### src/rtl/tow_scorer.sv
// rtl/tow_scorer.sv - tug-of-war rope-position scorer: tracks the rope, detects wins and false starts,
// drives the LED bar and the per-player round tallies.
module tow_scorer #(
  parameter int N_POS   = 9,
  parameter int SCORE_W = 4
) (
  input  logic               clk,
  input  logic               rst,
  input  logic               clear,
  input  logic               leds_on,
  input  logic [1:0]         led_control,
  input  logic               pbl,
  input  logic               pbr,
  output logic [N_POS-1:0]   leds,
  output logic               winrnd,
  output logic               winner,
  output logic               win_vld,
  output logic [SCORE_W-1:0] score_l,
  output logic [SCORE_W-1:0] score_r
);

  localparam int PW = $clog2(N_POS);
  localparam logic [PW-1:0] CENTRE = PW'((N_POS - 1) / 2);
  localparam logic [PW-1:0] NEAR_R = PW'(N_POS - 2);
  localparam logic [PW-1:0] P_ONE  = PW'(1);
  localparam logic [SCORE_W-1:0] S_MAX = '1;
  localparam logic [SCORE_W-1:0] S_ONE = SCORE_W'(1);

  logic [PW-1:0]      pos, pos_n;
  logic               armed, armed_n;
  logic               was_dark;
  logic               win_pend;
  logic               win_vld_n, winner_n, win_evt;
  logic [SCORE_W-1:0] score_l_n, score_r_n;
  logic [N_POS-1:0]   leds_n;

  logic dark, play, single_l, single_r;
  assign dark     = !leds_on && !clear;
  assign play     = leds_on && !clear;
  assign single_l = pbl && !pbr;
  assign single_r = pbr && !pbl;

  always_ff @(posedge clk or posedge rst) begin
    if (rst) begin
      pos      <= CENTRE;
      armed    <= 1'b0;
      was_dark <= 1'b0;
      win_pend <= 1'b0;
      winrnd   <= 1'b0;
      win_vld  <= 1'b0;
      winner   <= 1'b0;
      score_l  <= '0;
      score_r  <= '0;
      leds     <= '1;
    end else begin
      pos      <= pos_n;
      armed    <= armed_n;
      was_dark <= dark;
      win_pend <= win_evt;
      winrnd   <= win_pend;
      win_vld  <= win_vld_n;
      winner   <= winner_n;
      score_l  <= score_l_n;
      score_r  <= score_r_n;
      leds     <= leds_n;
    end
  end

  always_comb begin
    pos_n     = pos;
    armed_n   = armed;
    win_vld_n = win_vld;
    winner_n  = winner;
    score_l_n = score_l;
    score_r_n = score_r;
    win_evt   = 1'b0;
    if (clear) begin
      armed_n = 1'b0;
      if (!win_vld) pos_n = CENTRE;
    end else if (dark && !was_dark) begin
      win_vld_n = 1'b0;
      pos_n     = CENTRE;
      armed_n   = 1'b1;
    end else if (armed && dark && (single_l || single_r)) begin
      // false start: the player who did not press takes the round
      win_evt  = 1'b1;
      winner_n = single_l;
    end else if (armed && play) begin
      if (single_l) begin
        pos_n = pos - P_ONE;
        if (pos == P_ONE) begin
          win_evt  = 1'b1;
          winner_n = 1'b0;
        end
      end else if (single_r) begin
        pos_n = pos + P_ONE;
        if (pos == NEAR_R) begin
          win_evt  = 1'b1;
          winner_n = 1'b1;
        end
      end
    end
    if (win_evt) begin
      armed_n   = 1'b0;
      win_vld_n = 1'b1;
      if (winner_n) score_r_n = (score_r == S_MAX) ? score_r : score_r + S_ONE;
      else          score_l_n = (score_l == S_MAX) ? score_l : score_l + S_ONE;
    end
  end

  // bar follows the state being registered this edge so leds never lag pos
  always_comb begin
    leds_n = '0;
    if (led_control[0]) begin
      leds_n = '1;
    end else if (!leds_on || !led_control[1]) begin
      leds_n = '0;
    end else if (win_vld_n) begin
      if (winner_n) leds_n[N_POS-1] = 1'b1;
      else          leds_n[0]       = 1'b1;
    end else begin
      leds_n[pos_n] = 1'b1;
    end
  end

endmodule

### config.mk
export PLATFORM = sky130hd
export DESIGN_NAME = tow_scorer
export DESIGN_NICKNAME = d
export VERILOG_FILES = /design/src/rtl/tow_scorer.sv
export SDC_FILE = /design/constraint.sdc
export NUM_CORES = 1
export LEC_CHECK = 0
export BUFFER_PORTS_ARGS = -buffer_cell sky130_fd_sc_hd__buf_2
export CAP_MARGIN = 25
export CELL_PAD_IN_SITES_DETAIL_PLACEMENT = 0
export CELL_PAD_IN_SITES_GLOBAL_PLACEMENT = 1
export CORE_MARGIN = 4
export CORE_UTILIZATION = 40
export DETAILED_ROUTE_END_ITERATION = 8
export PLACE_DENSITY_LB_ADDON = 0.1
export SLEW_MARGIN = 20
export SYNTH_ARGS = -nofsm -noshare
export SYNTH_HDL_FRONTEND = slang
export SYNTH_SLANG_ARGS = --single-unit
### constraint.sdc
create_clock -name clk -period 2.34 [get_ports clk]
set_clock_uncertainty 0.1 [all_clocks]
set_input_delay 0.468 -clock clk [delete_from_list [all_inputs] [get_ports clk]]
set_output_delay 0.468 -clock clk [all_outputs]
set_load 0.01 [all_outputs]
Word level (Yosys, flattened, before mapping)
Index checks and enable logic that the tools add are counted.

Logic and storage cells: 81. Register bits after elaboration: 27. Bits of input ports: 8. Output and inout port bits: 20.

Order comparisons: 2. Eq/ne operators: 4. Reduce and logical (&&, ||, !) cells: 20. $add $sub $neg: 4. Bitwise logic cells: 3. Muxes and demuxes: 38.

Operators by type and width (number): 2-to-1 mux 4 bit (7); 2-to-1 mux 1 bit (27); 2-to-1 mux 9 bit (2); adder 4 x 1 -> 4 bit (second input constant) (3); logical AND 1 bit (9); == test 4 bit (second input constant) (2); 2-to-1 mux 7 bit (1); logical NOT 1 bit (6); AND reduction 3 bit (2); less-than comparator 4 x 5 -> 1 bit (second input constant) (1); demux 1 bit (select 4 bit) (1); == test 4 x 1 -> 1 bit (second input constant) (1); == test 4 x 3 -> 1 bit (second input constant) (1); >= comparator 4 x 1 -> 1 bit (second input constant) (1); subtractor 4 x 1 -> 4 bit (second input constant) (1); inverter 1 bit (3); nonzero test 3 bit (1); logical OR 1 bit (2).

Logic depth before layout (Yosys ltp)
Word-level depth: 15. Mapped depth: 9. Mapped depth without buffers: 8.

Worst setup path after synthesis
OpenSTA, ideal clock, no wires.

Kind: input to register. From: input pbr. To: register score_l[1]. Arrival: 2.216 ns. Required time: 2.115 ns. Setup time: 0.125 ns. Buffers on the path: 1. Setup slack: -0.101 ns. Stages: 8. Cells stage by stage: inv_1 -> ha_1 -> buf_6 -> or3b_2 -> a21oi_1 -> a211oi_4 -> a311oi_2 -> mux2_4.

Longest elaborated chain between the ends: 9. Elaborated cells between the ends (all ways): 19. Classes of those cells: mux (12); bitwise (1); reduce/logical (6).

Ends and longest elaborated chain: start, declared (line 13) `input logic pbr,`; logical AND 1 bit / logical NOT 1 bit (equally long branches) (line 41, 40); 2-to-1 mux 1 bit / logical AND 1 bit (equally long branches) (line 95, 40); 2-to-1 mux 1 bit / logical OR 1 bit (equally long branches) (line 89, 84); 2-to-1 mux 1 bit / logical AND 1 bit (equally long branches) (line 88, 84); 2-to-1 mux 1 bit (line 84) `end else if (armed && dark && (single_l || single_r)) begin`; 2-to-1 mux 1 bit (line 80) `end else if (dark && !was_dark) begin`; 2-to-1 mux 1 bit (line 77) `if (clear) begin`; inverter 1 bit (no line); AND reduction 3 bit (no line) (*); end signal, assigned (line 63) `score_l <= score_l_n;`; end, declared (line 18) `output logic [SCORE_W-1:0] score_l,`.

Mark *: on every way between the ends. The rest lies on a longest branch, timed or not. A chain may end at the register's enable or synchronous reset.

Worst setup path in the final report
From: input pbl. To: register score_l[1].

Longest elaborated chain between the ends: 10. Elaborated cells between the ends (all ways): 19. Classes of those cells: mux (12); bitwise (1); reduce/logical (6).

Ends and longest elaborated chain: start, declared (line 12) `input logic pbl,`; logical NOT 1 bit (line 41) `assign single_r = pbr && !pbl;`; logical AND 1 bit (line 41); 2-to-1 mux 1 bit (line 95) `end else if (single_r) begin`; 2-to-1 mux 1 bit (line 89) `if (single_l) begin`; 2-to-1 mux 1 bit (line 88) `end else if (armed && play) begin`; 2-to-1 mux 1 bit (line 84); 2-to-1 mux 1 bit (line 80); 2-to-1 mux 1 bit (line 77); inverter 1 bit (no line); AND reduction 3 bit (no line) (*).

Marked as above.

==> run metrics <==
simple logic cell fraction of the synthesized area 17.8%; final setup violation count 0; xor and xnor area share after synthesis 1.78%; FMAX 0.439 GHz; # hold bufs at CTS 0; CP peak stage delay 560 ps; synthesized area 1480 um2; clock buffer count from CTS 3; Core Area 3440 um2; final core utilization 54.7%; LEAKAGE 0.000888 uW; clock latency on the worst-skew pair 260 ps; CP max FO 6; most common cell after layout, fill and taps aside buf_2; clock sink count 27; Total GRT Usage 14.9%; final WL 3.08 mm; number of nets in the layout 195; Clock Pin Slew Worst Setup and Hold Paths 90 ps; Pwr per Cell Area 637 nW/um2; Residual DRC 0; max-slew violations 0; layout cells sized above 1 47.5%; crit path DAT 2340 ps; commonest non-fill, non-tap cells in the layout buf_2 (26), buf_4 (18), dfrtp_1 (16), inv_1 (10), dfstp_2 (10); Worst-Margin Slew 457 ps; largest net degree at the start of global routing 28; chip width 68.8 um; critical path class in2reg; Starting Density 42.9%; area share of fa/ha/maj cells after synthesis 5.93%; power consumption 1200 uW; die height 68.8 um; Final GP Congestion 0.865; post-DR vias/cell 5.13; setup slack at placement -234 ps; crit-path cells buf_6 -> inv_2 -> ha_4 -> or4b_4 -> o31a_4 -> a211oi_4 -> a311oi_2 -> mux2_4; Area Overhead vs Synth 27.4%; initial DRC count 41; GRT overflow 0; number of global-route vias before repair 1159; ANT cells 0; top cells by area, synth dfrtp_1 (29%), dfstp_2 (18%), ha_1 (5.9%); Yosys top cell area share 28.8%; clock tree buffer depth 2; io pins 28; outcome finished clean; slew margin rel. 69.2%; shortest period the worst path allows 2280 ps; Hold WC Path Type in2async; Final Hold Vio Count 0; CTS tree done; max_cap viols 0; largest family of logic cells by synthesized area compound AO/OA/AOI/OAI gates; total number of H-tree levels 1; Worst setup EP type flip-flop; WP data required 2400 ps; Crit-path slowest cell or4b_4; CTS Root Cell clkbuf_8; initial antenna violation count 0; synth unique cells 49; ys async rst share 100%; cell taking the most area after synthesis dfrtp_1; Worst VDD drop 569 uV; crit start category input port; compound-cell area share of the yosys netlist 19.3%; vias 1154; first-pass GRT wire length 5.33 mm; area of placed instances 1770 um2; Cells after Synth 133; HPWL Detailed 2.35 mm; mux cell area share after synthesis 3.98%; Mapped Avg Cell Area 11.1 um2; post-synthesis register bit count 27; DR pass1 iterations 4; Finished Cell Area 1880 um2; Avg WL per Cell 13.7 um; row cnt 21; syn nets 148; EDFF count, synth 0; Port-buffer cells 27; die area 4730 um2; RSZ-0062 raised after global routing no; fin worst setup slack 63.1 ps; Main synth FF type dfrtp_1; Yosys warning count 0; Seq/Total Area, Yosys 46.6%; antenna viol nets, final 0; crit share post-route 97.3%
-- routing by layer --
metal  part of all wire [%]  up-vias  track usage (%)
met2                     48       18             23.8
met1                     48      559             20.7
met5                      0        -                0
li1                       -      575                -
met4                   0.45        0             4.38
met3                    3.4        2             2.27
-- layout make-up --
type,instances,area (um2)
repair buffers,45,277
clock buffers,3,41.3
fillers,314,1560
inverters,11,41.3
clock inverters,1,5.00
flip-flops and latches,27,689
well taps,46,57.6
multi-input cells,92,772
-- flip-flops by register name (all words and copies together) (netlist names) --
name	flops
winner	1
winrnd	1
armed	1
was_dark	1
win_vld	1
pos	4
score_r	4
leds	9
score_l	4
win_pend	1
-- cells in the mapped netlist, types with 2 or more instances --
cell type  instances
dfrtp_1           17
inv_1             11
dfstp_2           10
nand2_1            8
ha_1               7
a21oi_1            6
a31o_2             6
nor2_1             5
nand2b_1           4
mux2_1             3
nand3_1            3
nand4b_1           3
nor3_1             3
a211o_1            2
and2_1             2
buf_6              2
nand3b_1           2
nor3b_1            2
o211ai_1           2
o21bai_1           2
o311ai_0           2
o31ai_1            2
or3_1              2
xnor2_1            2
-- metrics by stage --
stage | hold WS [ps] | instances | setup TNS, ps
finish | 133 | 225 | 0
global route | 170 | 225 | 0
CTS | 143 | 222 | 0
floorplan | 231 | 133 | 0
detailed placement | 239 | 218 | -951
global placement | 235 | 218 | -667
-- worst max-delay path, delay by kind of cell --
family                     cells  cell delay (ps)
adders and majority gates      1              200
AOI/OAI and AO/OA              3              630
muxes                          1              320
buffers and inverters          2              150
and+or+nand+nor                1              560
-- power breakdown --
group,switching (uW),total (uW),internal (uW)
sequential,66.8,610,543
combinational,164,335,172
clock,135,254,119
-- worst paths after layout --
kind                            startpoint          to  slack, ps  cells past startpoint
worst min register to register    win_pend      winrnd        260                      0
min in group clk                  win_pend      winrnd        260                      0
max in group asynchronous              rst      pos[2]       1710                      3
worst max-delay path                   pbl  score_l[1]         60                      8
worst max register to register      pos[0]  score_l[1]        150                      6
worst min-delay path                   rst  score_l[1]        130                      3
-- logic make-up (layout without fill, tap and decap cells) --
family	Yosys count	count (layout)
AOI/OAI and AO/OA	34	34
DFF	27	27
adders and majority gates	7	7
and+or+nand+nor	43	43
muxes	5	5
buffers and inverters	14	60
xor gates and xnor gates	3	3
-- repair_timing --
| item | CTS | global route |
|---|---|---|
| resized for setup | 0 | 10 |
| buffers inserted | 0 | 3 |
| endpoints found under the setup margin | 0 | 3 |
No activity file was read; power rests on OpenSTA's default activity.
